`src/rtl/trap_ctrl.sv`:
```
// Trap controller: prioritises fetch misalignment and external exception sources,
// latches mepc/mcause/mtval, redirects to a direct or vectored handler and returns on MRET.
module trap_ctrl #(
  parameter int              XLEN      = 32,
  parameter int              NUM_SRC   = 4,
  parameter logic [XLEN-1:0] RESET_VEC = XLEN'(32'h0000_0004),
  parameter int              MRET_SKIP = 1
) (
  input  logic                    clk,
  input  logic                    rst,
  input  logic                    instr_valid,
  input  logic [XLEN-1:0]         pc_in,
  input  logic [XLEN-1:0]         instr_addr,
  input  logic [NUM_SRC-1:0]      exc_req,
  input  logic [NUM_SRC*4-1:0]    exc_cause_in,
  input  logic [NUM_SRC*XLEN-1:0] exc_tval_in,
  input  logic                    mret,
  input  logic                    mtvec_we,
  input  logic [XLEN-1:0]         mtvec_wdata,
  output logic                    redirect_valid,
  output logic [XLEN-1:0]         redirect_pc,
  output logic                    flush,
  output logic                    trap_taken,
  output logic                    in_handler,
  output logic                    halted,
  output logic [XLEN-1:0]         mepc,
  output logic [XLEN-1:0]         mcause,
  output logic [XLEN-1:0]         mtval,
  output logic [XLEN-1:0]         mtvec
);

  typedef enum logic [2:0] {IDLE, TRAP, HANDLER, RETURN, HALT} state_t;

  state_t          state_q, state_d;
  logic [XLEN-1:0] redirect_pc_q, redirect_pc_d;
  logic [XLEN-1:0] mepc_q, mepc_d;
  logic [XLEN-1:0] mcause_q, mcause_d;
  logic [XLEN-1:0] mtval_q, mtval_d;
  logic [XLEN-1:0] mtvec_q, mtvec_d;

  logic            misaligned;
  logic            exc_any;
  logic [3:0]      sel_cause;
  logic [XLEN-1:0] sel_tval;
  logic [XLEN-1:0] cause_x;
  logic [XLEN-1:0] base;
  logic [XLEN-1:0] handler_pc;
  logic [XLEN-1:0] ret_pc;

  assign misaligned = (instr_addr[1:0] != 2'b00);
  assign exc_any    = instr_valid & (misaligned | (|exc_req));

  // Scan from the top index down so the lowest set source ends up selected.
  always_comb begin
    sel_cause = 4'd0;
    sel_tval  = '0;
    for (int i = NUM_SRC - 1; i >= 0; i--) begin
      if (exc_req[i]) begin
        sel_cause = exc_cause_in[4*i +: 4];
        sel_tval  = exc_tval_in[XLEN*i +: XLEN];
      end
    end
    if (misaligned) begin
      sel_cause = 4'd0;
      sel_tval  = instr_addr;
    end
  end

  assign cause_x    = XLEN'(sel_cause);
  assign base       = {mtvec_q[XLEN-1:2], 2'b00};
  assign handler_pc = (mtvec_q[1:0] == 2'b01) ? (base + (cause_x << 2)) : base;
  assign ret_pc     = mepc_q + ((MRET_SKIP != 0) ? XLEN'(4) : XLEN'(0));

  always_comb begin
    state_d       = state_q;
    redirect_pc_d = redirect_pc_q;
    mepc_d        = mepc_q;
    mcause_d      = mcause_q;
    mtval_d       = mtval_q;
    mtvec_d       = mtvec_q;
    // mtvec is frozen once halted; a same-edge trap already used the old value.
    if (mtvec_we && state_q != HALT) mtvec_d = mtvec_wdata;
    unique case (state_q)
      IDLE: begin
        if (exc_any) begin
          state_d       = TRAP;
          mepc_d        = pc_in;
          mcause_d      = cause_x;
          mtval_d       = sel_tval;
          redirect_pc_d = handler_pc;
        end
      end
      TRAP:    state_d = HANDLER;
      HANDLER: begin
        if (exc_any) begin
          state_d = HALT;
        end else if (instr_valid && mret) begin
          state_d       = RETURN;
          redirect_pc_d = ret_pc;
        end
      end
      RETURN:  state_d = IDLE;
      HALT:    state_d = HALT;
      default: state_d = IDLE;
    endcase
  end

  always_comb begin
    redirect_valid = 1'b0;
    flush          = 1'b0;
    trap_taken     = 1'b0;
    in_handler     = 1'b0;
    halted         = 1'b0;
    unique case (state_q)
      TRAP: begin
        redirect_valid = 1'b1;
        flush          = 1'b1;
        trap_taken     = 1'b1;
      end
      HANDLER: in_handler = 1'b1;
      RETURN: begin
        redirect_valid = 1'b1;
        flush          = 1'b1;
        in_handler     = 1'b1;
      end
      HALT: begin
        halted = 1'b1;
        flush  = 1'b1;
      end
      default: ;
    endcase
  end

  always_ff @(posedge clk) begin
    if (rst) begin
      state_q       <= IDLE;
      redirect_pc_q <= '0;
      mepc_q        <= '0;
      mcause_q      <= '0;
      mtval_q       <= '0;
      mtvec_q       <= RESET_VEC;
    end else begin
      state_q       <= state_d;
      redirect_pc_q <= redirect_pc_d;
      mepc_q        <= mepc_d;
      mcause_q      <= mcause_d;
      mtval_q       <= mtval_d;
      mtvec_q       <= mtvec_d;
    end
  end

  assign redirect_pc = redirect_pc_q;
  assign mepc        = mepc_q;
  assign mcause      = mcause_q;
  assign mtval       = mtval_q;
  assign mtvec       = mtvec_q;

endmodule

```
`config.mk`:
```
export PLATFORM = sky130hd
export DESIGN_NAME = trap_ctrl
export DESIGN_NICKNAME = d
export VERILOG_FILES = /design/src/rtl/trap_ctrl.sv
export SDC_FILE = /design/constraint.sdc
export NUM_CORES = 1
export LEC_CHECK = 0
export CORE_AREA = 2 2 162 164
export DETAILED_ROUTE_END_ITERATION = 12
export DIE_AREA = 0 0 164 166
export GPL_TIMING_DRIVEN = 0
export MAX_ROUTING_LAYER = met4
export PLACE_DENSITY_LB_ADDON = 0.1
export SLEW_MARGIN = 20
export SYNTH_ARGS = -nofsm -noshare
export SYNTH_HDL_FRONTEND = slang
export SYNTH_SLANG_ARGS = --single-unit
```
`constraint.sdc`:
```
create_clock -name clk -period 4.4 [get_ports clk]
set_input_delay 0.88 -clock clk [delete_from_list [all_inputs] [get_ports clk]]
set_output_delay 0.88 -clock clk [all_outputs]
set_load 0.02 [all_outputs]
```
# Word-level counts from Yosys, hierarchy flattened
# Index checks and enable logic that the tools add are counted.
# op_classes
n_bitwise,2
multipliers,0
n_shift,0
mux,24
n_div,0
n_eq_ne,10
n_lt_le_gt_ge,0
reduce_logical,12
addsub,2
# ops
operator,n
$mux W32,9
$pmux W32 S2,1
$add A32 B3 Y32 const B,1
$add A32 B6 Y32,1
$mux W4,5
$pmux W3 S4,1
$mux W3,3
$eq A3 B2 Y1 const B,2
$ne A2 B2 Y1 const B,3
$ne A3 B3 Y1 const B,2
$mux W1,5
$reduce_and A2 Y1,2
$reduce_and A4 Y1,1
$reduce_bool A2 Y1,2
$reduce_or A2 Y1,2
$reduce_or A4 Y1,1
$eq A3 B1 Y1 const B,1
$eq A3 B3 Y1 const B,1
$logic_not A3 Y1,1
$reduce_or A3 Y1,1
$eq A2 B1 Y1 const B,1
$logic_and A1 B1 Y1,2
$and A1 B1 Y1,1
$or A1 B1 Y1,1
# word_totals
elab_cells,56
ram_bits,0
romBits,0
n_memories,0
latchBits,0
register_bits,135

# Longest topological paths before layout
# Gate-level depths: netlist of run 1.
# depth
ltp_word,9
mapped_depth,13
mapped_depth_nobuf,12

# Worst setup path after synthesis of run 1
# No wires, ideal clock.
# synth_path
path_type,input -> register
from,in exc_req[1]
to,reg redirect_pc_q[24] (netlist: redirect_pc[24])
slack_ns,0.706
path_buffers,2
t_required_ns,4.283
arrival_ns,3.577
setup_ns,0.117
path_stages,13
cell_sequence,or2_2 > clkbuf_1 > clkbuf_1 > a211oi_1 > nor3_1 > ha_1 > fa_1 > a211oi_1 > nor4_4 > nand3_1 > xnor2_1 > nand2_1 > a32o_1
# synth_via
elab_chain_len,7
elab_cells_between_ends,13
cone_classes,1 x add/sub; 2 x eq/ne; 6 x mux; 2 x bitwise; 2 x reduce/logical
# synth_rtl
item,line,rtl
from (decl),14,"input logic [NUM_SRC-1:0] exc_req,"
$mux W4 (2 in series),58,if (exc_req[i]) begin
$mux W4,63,if (misaligned) begin
net sel_cause[0],43,logic [3:0] sel_cause;
$add A32 B6 Y32,71,assign handler_pc = (mtvec_q[1:0] == 2'b01) ? (base + (cause_x << 2)) : base;
$mux W32,71,
$mux W32,85,if (exc_any) begin
$pmux W32 S2,83,unique case (state_q)
to (signal assigned),144,redirect_pc_q <= redirect_pc_d;
to (decl),35,"logic [XLEN-1:0] redirect_pc_q, redirect_pc_d;"
# The timed path passes the listed nets, and every way through them passes these cells. The select of a mux whose other input is x is not followed.
# A chain may end at the register's enable or synchronous reset.

# Worst setup path in the final report of run 1
# layout_path
from,in exc_req[0]
to,reg redirect_pc_q[20] (netlist: redirect_pc[20])
# layout_via
elab_chain_len,6
elab_cells_between_ends,12
cone_classes,1 x add/sub; 2 x eq/ne; 5 x mux; 2 x bitwise; 2 x reduce/logical
# layout_rtl
item,line
$mux W4,58
$mux W4,63
net sel_cause[0],43
$add A32 B6 Y32,71
$mux W32,71
$mux W32,85
$pmux W32 S2,83
# The timed path passes the listed nets, and every way through them passes these cells. The select of a mux whose other input is x is not followed.

==> results of run 1 <==
## layout make-up
type / instances / area (um2) / share of cell area
diodes: 1 / 2.50 / 0.000203
flip-flops and latches: 135 / 2700 / 0.220
multi-input cells: 750 / 4200 / 0.342
well taps: 335 / 419 / 0.0341
inverters: 10 / 37.5 / 0.00305
clock inverters: 14 / 150 / 0.0122
plain buffers: 97 / 483 / 0.0393
clock buffers: 18 / 429 / 0.0349
repair buffers: 388 / 3880 / 0.315
## worst paths after layout
path,startpoint,to,slack (ps),cells after the start
max,exc_req[0],redirect_pc[20]$_SDFFE_PP0P_,230,16
min reg2reg,redirect_pc[1]$_SDFFE_PP0P_,redirect_pc[1]$_SDFFE_PP0P_,450,2
max reg2reg,mtvec[2]$_SDFFE_PP1P_,redirect_pc[20]$_SDFFE_PP0P_,1730,11
min,redirect_pc[1]$_SDFFE_PP0P_,redirect_pc[1]$_SDFFE_PP0P_,450,2
## cell families (layout without fill, tap and decap cells)
logic type	after synthesis	after routing
adders and majority gates	6	6
DFF	135	135
and+or+nand+nor	423	423
xor gates and xnor gates	45	45
AOI/OAI and AO/OA	245	245
buffers and inverters	111	527
other	1	29
muxes	3	3
## power groups by stage
stage	clock network (mW)	logic (mW)	registers [mW]
finish	1.43	1.01	1.40
global route	1.52	1.08	1.42
CTS	1.46	1.02	1.40
detailed placement	0	1.02	1.43
global placement	0	1.01	1.43
floorplan	0	0.360	1.51
## critical path, delay by kind of cell
kind	cells	cell delay, ps
buf+inv	5	1160
simple gates	5	690
xor+xnor	1	240
compound gates	3	820
fa+ha+maj	2	670
## state kept, by name, indices dropped and copies added, names as in the netlist
register,cells
mtvec,32
state_q,3
mcause,4
mepc,32
mtval,32
redirect_pc,32
## synthesized netlist by cell type, types with 2 or more instances
library cell	n
a211oi_1	35
a21o_1	2
a21oi_1	79
a221oi_1	35
a31oi_1	4
a32o_1	10
a32oi_1	2
and2_1	4
and3_1	7
and4_1	10
buf_1	3
buf_2	6
buf_4	29
clkbuf_1	63
dfxtp_1	135
ha_1	5
inv_1	9
mux2_2	2
nand2_1	195
nand2b_1	4
nand3_1	23
nand3b_1	5
nand4_1	15
nand4b_1	2
nor2_1	56
nor2_2	3
nor2b_1	2
nor3_1	78
nor3_2	2
nor4_1	3
o211ai_1	6
o21a_1	5
o21ai_0	22
o22ai_1	38
o31ai_1	2
or2_2	2
or3_1	7
xnor2_1	23
xor2_1	22
## repair_timing
item                       CTS  global route
buffers inserted             0             3
gates cloned                 0             0
hold endpoints to repair     0             0
pin swaps                    0             1
resized for setup            3             1
setup endpoints to repair    8             8
## routing by layer
| layer | track usage | up-vias | wire length, um |
|---|---|---|---|
| met1 | 0.283 | 4013 | 13500 |
| met5 | - | - | 0 |
| met3 | 0.0500 | 45 | 1880 |
| met2 | 0.451 | 321 | 17700 |
| li1 | - | 4312 | - |
| met4 | 0.0896 | 0 | 1110 |
==> impl_metrics.json, run 1 <==
{
  "status": "finished, final reports clean",
  "drive_gt1_frac": 0.0616,
  "p_switching_mw": 1.20,
  "skew_ps": 10.8,
  "cp.arrival_ps": 4480,
  "cts_made_buffers": 17,
  "dieWidth_um": 164,
  "power_leakage_nw": 4.40,
  "synth_top_area_frac": 0.369,
  "place_inst": 1716,
  "max_stage_delay_ps": 480,
  "pre_cts_slack_ps": -681,
  "crit_chain": "clkdlybuf4s50_1, inv_2, nand2_1, o22ai_1, nor3_1, ha_1, fa_1, a211oi_2, nor4_4, buf_4, buf_4, buf_4, nand4_1, xor2_1, nand2_1, a32o_1",
  "finalInstanceArea_mm2": 0.0123,
  "placed_area_mm2": 0.0117,
  "cts_num_sinks": 135,
  "cts_hold_buf": 0,
  "final_nets": 1654,
  "worstSkewPairLatency_ps": 420,
  "grt_start_max_net_pins": 17,
  "io_buffer_count": 385,
  "min_path_type": "flop to flop",
  "synth_compound_area_frac": 0.221,
  "critical_path_class": "primary input to flop",
  "finalSetupViolCount": 0,
  "stdcell_count": 1748,
  "worstMarginPinSlew_ps": 711,
  "routed_wl_um": 34200,
  "post-route-drc-count": 0,
  "postSynthCellCount": 969,
  "hold_viol": 0,
  "grt_pass1_wl_um": 50800,
  "synth_edf_count": 0,
  "wl_per_cell_um": 19.6,
  "fin_crit_sh": 0.947,
  "synth_fa_ha_area_frac": 0.0113,
  "synth_area_leader_cell": "dfxtp_1",
  "grt_pass1_vias": 8567,
  "switching_share": 0.311,
  "antenna_found_initial": 1,
  "pwr-share-clk": 0.372,
  "fin_crit_ps": 4170,
  "yosys_register_bits": 135,
  "synthesis.area_mm2": 0.00733,
  "yosys.area_share.simple": 0.268,
  "async_flop_share": 0,
  "critPathSlowestCell": "clkdlybuf4s50_1",
  "worstPathRequired_ps": 4710,
  "cp_common_cell": "buf_4",
  "pwr-share-comb": 0.263,
  "utilization": 0.480,
  "antenna_left": 0,
  "fp.dieH_um": 166,
  "ir_worst_vdd_mv": 0.197,
  "area_growth_pct": 67.9,
  "slew_viol_final": 0,
  "row_count": 59,
  "start_util": 0.286,
  "maxCapViolCount": 0,
  "synth_top_family_by_area": "simple AND/OR/NAND/NOR gates",
  "num-fill-cells": 2612,
  "muxShareOfSynthArea": 0.00444,
  "synth.yosys.seq_area_share": 0.369,
  "finalWorstSetupSlack_ps": 232,
  "cts_tree": "done",
  "synth-main-ff-cell": "dfxtp_1",
  "seqPwrFrac": 0.364,
  "via_per_inst": 4.97,
  "htreeDepth": 4,
  "yosys_warnings": 0,
  "max_freq_mhz": 240,
  "setup-tns-final_ps": 0,
  "drt_iter0_drc": 420,
  "core-area_mm2": 0.0256,
  "clock_path_buffers": 2,
  "power-per-cell-area_mw_per_mm2": 313,
  "end_kind": "flop",
  "crit_fanout": 10,
  "grt_overflow": 0,
  "total_power_mw": 3.85,
  "hold_slack_ps": 452,
  "grt_setup_unrepaired": "false",
  "synth_xor_area_frac": 0.0538,
  "p_int_mw": 2.65,
  "syn_avg_cell_area_um2": 7.56,
  "io_pins": 414,
  "cts_root_buffer": "clkbuf_16",
  "start_kind": "primary input",
  "layout_commonest_cell": "clkdlybuf4s50_1",
  "firstDrtPassIters": 5,
  "grt.total_usage": 0.255,
  "netlist_top_cells_area": "dfxtp_1, nand2_1, a21oi_1",
  "die-area_mm2": 0.0272,
  "mostFrequentLayoutCells": "clkdlybuf4s50_1, nand2_1, dfxtp_1",
  "synthDistinctLibCells": 53,
  "place_congestion": 0.946,
  "clkTransAtPathRegs_ps": 60,
  "num_vias": 8691,
  "relSlewSlack": 0.526,
  "hpwl_um": 28100
}
Power figures use the tool's default switching activity.
==> inputs of run 2 (changes only) <==
--- a/config.mk
+++ b/config.mk
@@ -11,7 +11,6 @@
 export GPL_TIMING_DRIVEN = 0
 export MAX_ROUTING_LAYER = met4
 export PLACE_DENSITY_LB_ADDON = 0.1
-export SLEW_MARGIN = 20
 export SYNTH_ARGS = -nofsm -noshare
 export SYNTH_HDL_FRONTEND = slang
 export SYNTH_SLANG_ARGS = --single-unit
==> results of run 2 <==
No change in the layout: final DEF, timing and power equal those of run 1.
